==> src/rtl/uart_rx_byte_buffer.sv <==
// uart_rx_byte_buffer
//   Receive-side byte buffer for the Uart8 receiver. Every completed frame
//   (rising edge of rxDone) is either stored in a synchronous FIFO (good frame)
//   or counted and discarded (rxErr). The consumer pops with rdEn and gets a
//   registered byte plus a one-cycle rdValid strobe on the next clock.
//   Bytes lost to a full FIFO and discarded error frames are tracked in
//   sticky, saturating status that clrStat clears.
//
//   Optional build macro UART_RX_BUF_IDLE_TIMEOUT_EN adds an idle timer:
//   idle rises after IDLE_CYCLES clocks in which the FIFO holds data but sees
//   neither a new frame nor a pop. Without the macro, idle is tied low.
//
// Ports
//   clk        system clock (Uart8 clock domain)
//   rstN       synchronous active-low reset
//   rxDone     Uart8 frame-complete flag, may be held high for many cycles
//   rxErr      Uart8 framing error, qualified by rxDone
//   rxByte     Uart8 received byte
//   rdEn       consumer pop request
//   clrStat    clears overflow, dropCount, errCount
//   rdData     popped byte, valid with rdValid
//   rdValid    one-cycle strobe, one cycle after an accepted pop
//   empty      FIFO holds no entries
//   full       FIFO holds DEPTH entries
//   count      number of entries held
//   overflow   sticky: a good byte was dropped because the FIFO was full
//   dropCount  saturating count of bytes dropped on overflow
//   errCount   saturating count of frames discarded for rxErr
//   idle       data waiting with no activity for IDLE_CYCLES (optional)

module uart_rx_byte_buffer #(
  parameter int DEPTH       = 16,
  parameter int CNT_W       = 8,
  parameter int IDLE_CYCLES = 12000
) (
  input  logic                     clk,
  input  logic                     rstN,
  input  logic                     rxDone,
  input  logic                     rxErr,
  input  logic [7:0]               rxByte,
  input  logic                     rdEn,
  input  logic                     clrStat,
  output logic [7:0]               rdData,
  output logic                     rdValid,
  output logic                     empty,
  output logic                     full,
  output logic [$clog2(DEPTH):0]   count,
  output logic                     overflow,
  output logic [CNT_W-1:0]         dropCount,
  output logic [CNT_W-1:0]         errCount,
  output logic                     idle
);

  localparam int AW = $clog2(DEPTH);
  localparam logic [AW:0] FullCount = (AW+1)'(DEPTH);

  logic [7:0]    mem [DEPTH];
  logic [AW-1:0] wrPtr;
  logic [AW-1:0] rdPtr;
  logic          rxDonePrev;

  logic cap;
  logic goodCap;
  logic errCap;
  logic popOk;
  logic wrOk;
  logic dropEv;

  // One capture per frame, however long rxDone stays high.
  assign cap     = rxDone & ~rxDonePrev;
  assign goodCap = cap & ~rxErr;
  assign errCap  = cap & rxErr;

  assign empty = (count == '0);
  assign full  = (count == FullCount);

  // A pop on an empty FIFO is ignored even if a write lands the same cycle.
  assign popOk = rdEn & ~empty;
  // When full, a same-cycle pop frees the slot the write goes into.
  assign wrOk   = goodCap & (~full | popOk);
  assign dropEv = goodCap & full & ~popOk;

  // Storage carries no reset; count and pointers define what is valid.
  always_ff @(posedge clk) begin
    if (wrOk) begin
      mem[wrPtr] <= rxByte;
    end
  end

  always_ff @(posedge clk) begin
    if (!rstN) begin
      wrPtr      <= '0;
      rdPtr      <= '0;
      count      <= '0;
      rdData     <= '0;
      rdValid    <= 1'b0;
      overflow   <= 1'b0;
      dropCount  <= '0;
      errCount   <= '0;
      // Treat rxDone as already high so a frame in flight at release is skipped.
      rxDonePrev <= 1'b1;
    end else begin
      rxDonePrev <= rxDone;
      rdValid    <= popOk;
      if (popOk) begin
        rdData <= mem[rdPtr];
        rdPtr  <= rdPtr + AW'(1);
      end
      if (wrOk) begin
        wrPtr <= wrPtr + AW'(1);
      end
      count <= count + (AW+1)'(wrOk) - (AW+1)'(popOk);

      // Clear has priority; an event coinciding with it is not recorded.
      if (clrStat) begin
        overflow  <= 1'b0;
        dropCount <= '0;
        errCount  <= '0;
      end else begin
        if (dropEv) begin
          overflow <= 1'b1;
          if (dropCount != '1) begin
            dropCount <= dropCount + CNT_W'(1);
          end
        end
        if (errCap && (errCount != '1)) begin
          errCount <= errCount + CNT_W'(1);
        end
      end
    end
  end

`ifdef UART_RX_BUF_IDLE_TIMEOUT_EN
  localparam int IW = $clog2(IDLE_CYCLES + 1);
  localparam logic [IW-1:0] IdleMax = IW'(IDLE_CYCLES);

  logic [IW-1:0] idleCnt;

  always_ff @(posedge clk) begin
    if (!rstN) begin
      idleCnt <= '0;
    end else if (cap || popOk) begin
      idleCnt <= '0;
    end else if (!empty && (idleCnt != IdleMax)) begin
      idleCnt <= idleCnt + IW'(1);
    end
  end

  assign idle = (idleCnt == IdleMax) & ~empty;
`else
  // Constant 0; IDLE_CYCLES is non-negative and only sizes the optional timer.
  assign idle = (IDLE_CYCLES < 0);
`endif

endmodule

==> config.mk <==
export PLATFORM = sky130hd
export DESIGN_NAME = uart_rx_byte_buffer
export DESIGN_NICKNAME = d
export VERILOG_FILES = /design/src/rtl/uart_rx_byte_buffer.sv
export SDC_FILE = /design/constraint.sdc
export NUM_CORES = 1
export LEC_CHECK = 0
export ABC_CLOCK_PERIOD_IN_PS = 7460
export BUFFER_PORTS_ARGS = -buffer_cell sky130_fd_sc_hd__buf_4
export CORE_MARGIN = 5
export CORE_UTILIZATION = 40
export DETAILED_ROUTE_END_ITERATION = 12
export HOLD_SLACK_MARGIN = 0.15
export SLEW_MARGIN = 40
export SYNTH_ARGS = -nofsm -noshare
export SYNTH_HDL_FRONTEND = slang
export SYNTH_SLANG_ARGS = --single-unit
export TNS_END_PERCENT = 1
==> constraint.sdc <==
create_clock -name clk -period 7.46 [get_ports clk]
set_input_delay 0.373 -clock clk [delete_from_list [all_inputs] [get_ports clk]]
set_output_delay 0.373 -clock clk [all_outputs]
set_load 0.02 [all_outputs]
==> results.py <==
metrics = {
    "outcome": {
        "status": "completed",
    },
    "floorplan": {
        "die-area_um2": 19900,
        "die_y_um": 141,
        "start_util": 0.411,
        "rows": 47,
        "ios": 48,
        "coreArea_um2": 16700,
        "die_w_um": 141,
    },
    "clock_network": {
        "clkTransAtPathRegs_ns": 0.07,
        "clockRootBuffer": "clkbuf_16",
        "clk_latency_ns": 0.43,
        "cts_hold_buffers": 0,
        "cts_sinks": 168,
        "tritoncts": "yes",
        "clock_path_buffers": 2,
        "cts_resized": 0,
        "post_cts_buffers": 0,
        "cts_max_level": 4,
        "numCtsBuffers": 17,
    },
    "logic_synthesis": {
        "synthArstFlopShare": 0,
        "syn_nets": 448,
        "yosysMostFrequentCell": "edfxtp_1",
        "synth.distinct_cells": 52,
        "synth_commonest_cells": "edfxtp_1 (128), dfxtp_1 (40), mux4_2 (32)",
        "seq_area_frac_synth": 0.677,
        "synth_edf_count": 128,
        "syn_area_um2": 6860,
        "synth_area_leaders": "edfxtp_1 (56%), dfxtp_1 (12%), mux4_2 (11%)",
        "synth_top_area_cell": "edfxtp_1",
        "avgSynthCellArea_um2": 16.3,
        "synthCells": 420,
        "netlist.area_leader.share": 0.560,
        "yosys_warnings": 0,
        "synthFlopType": "edfxtp_1",
        "synth-seq-cells": 168,
    },
    "sta": {
        "finalSetupTns_ns": 0,
        "finalHoldWorstSlack_ns": 0.176,
        "period_needed_ns": 2.93,
        "setup_violations": 0,
        "tightest_slew_ns": 0.748,
        "worst_clock_skew_ns": 0.0171,
        "slew_violations": 0,
        "fmax_ghz": 0.341,
        "fin_ws_ns": 4.53,
        "slew_headroom": 0.499,
        "hold_viol": 0,
        "rsz0062_at_grt": "no",
        "fin_crit_sh": 0.393,
    },
    "drt": {
        "num_vias": 3738,
        "drtPass1Iterations": 4,
        "ant_nets": 0,
        "drc": 0,
        "viasPerCell": 5.32,
        "drt_iter0_markers": 266,
        "routedWlPerCell_um": 19.0,
        "routed_wl_mm": 13.4,
    },
    "setup_path": {
        "end_kind": "flip-flop",
        "worstPathArrival_ns": 3.22,
        "startpoint": "count[2]",
        "r2r-start": "count[2]",
        "r2r_slack_ns": 4.53,
        "crit_top_cell": "ha_1",
        "required_ns": 7.74,
        "path_cells": "inv_1, ha_1, or4b_4, nand2_2, inv_2, ha_1, inv_1, ha_1, fa_1, a21oi_1, o21bai_1, xnor2_1, nor2_1",
        "crit_buf_inv": 3,
        "cp-start-kind": "flip-flop",
        "crit_family": "adder cells",
        "cp_max_fo": 14,
        "max_stage_delay_ns": 0.49,
        "crit_type": "flip-flop to flip-flop",
        "slowest_stage": "or4b_4",
    },
    "power_and_ir_drop": {
        "vdd_drop_max_mv": 0.236,
        "power_density_nw_per_um2": 299,
        "power_mw": 2.41,
        "p_leak_nw": 2.64,
    },
    "grt": {
        "grt_pass1_vias": 3678,
        "grt_max_degree": 35,
        "grt_remaining_overflow": 0,
        "antenna_found_initial": 0,
        "grtUsageTotal": 0.138,
        "grt_pass1_wl_mm": 20.6,
    },
    "place": {
        "portBuffers": 46,
        "dpl.cell_count": 671,
        "placed_area_um2": 7430,
        "gp_congestion": 0.821,
        "place_ws_ns": 4.52,
        "hpwl_mm": 8.84,
    },
    "worst_hold_path": {
        "hold_class": "input port to flip-flop",
        "hold_start": "rxDone",
    },
    "cells_and_area": {
        "finalNonFillerCells": 703,
        "nets": 498,
        "num_antenna_cells": 0,
        "fin_area_um2": 8080,
        "drive_above_1_share": 0.298,
        "syn2layout_area_growth_pct": 17.8,
        "postLayoutCoreUtil": 0.484,
    },
    "run": {
        "drv_cap": 0,
    },
}
==> final cells by class <==
class                      instances  area, um2
clock inverter                    15        208
tap                              220        275
sequential                       168       4650
timing repair buffer              51        383
inverter                          14       52.6
clock buffer                      17        425
multi-input combinational        218       2090
fill                            1438       8620
==> cell families after synthesis <==
logic type | Yosys count | synth area share
other | 1 | 0.000547
AO/OA/AOI/OAI | 42 | 0.0453
buffers and inverters | 34 | 0.0252
flip-flops | 168 | 0.677
XOR/XNOR | 13 | 0.0166
adder cells (fa/ha/maj) | 14 | 0.0266
AND/OR/NAND/NOR | 99 | 0.0786
multiplexers | 49 | 0.130
==> registers in the layout, summed over array words and instances, names as in the netlist <==
register / cells
count: 5
dropCount: 8
errCount: 8
mem: 128
overflow: 1
rdData: 8
rdPtr: 4
rdValid: 1
rxDonePrev: 1
wrPtr: 4
==> layer usage <==
metal	part of all wire	GRT usage
met5	0	0
met3	0.055	0.0400
met1	0.45	0.184
met2	0.48	0.219
met4	0.016	0.0444
==> cells in the final DEF (no fill, tap or decap), types with 3 or more instances in the layout <==
cell       Yosys  routed
a21oi_1       11      11
and4_1         3       3
buf_4          3      51
bufinv_16      0       3
clkbuf_16      0      17
dfxtp_1       40      39
edfxtp_1     128     128
ha_1          13      13
inv_1         11      11
inv_2          3       3
inv_6          0       5
mux2i_1       17      17
mux4_2        32      32
nand2_1       14      14
nand2b_1       4       4
nand3_1       17      17
nand4_1        3       3
nor2_1        30      19
nor2_2         0      11
nor3_1         5       3
o21ai_0        5       5
o221ai_1       8       8
o311ai_1       3       3
o41ai_1        5       5
or3_1          4       4
xnor2_1       11      11
==> final timing paths <==
kind,end,cells after the start
setup / recovery,count[4],13
hold / removal,rxDonePrev,2
setup reg to reg,count[4],13
hold reg to reg,dropCount[5],2
==> report_power, final <==
group          switching, mW  leakage, nW  internal (mW)
clock                  0.379        0.302          0.541
combinational          0.225        0.858          0.200
sequential            0.0327         1.48           1.04
total                  0.636         2.64           1.78
Note: power is estimated with default switching activity, not from simulation.
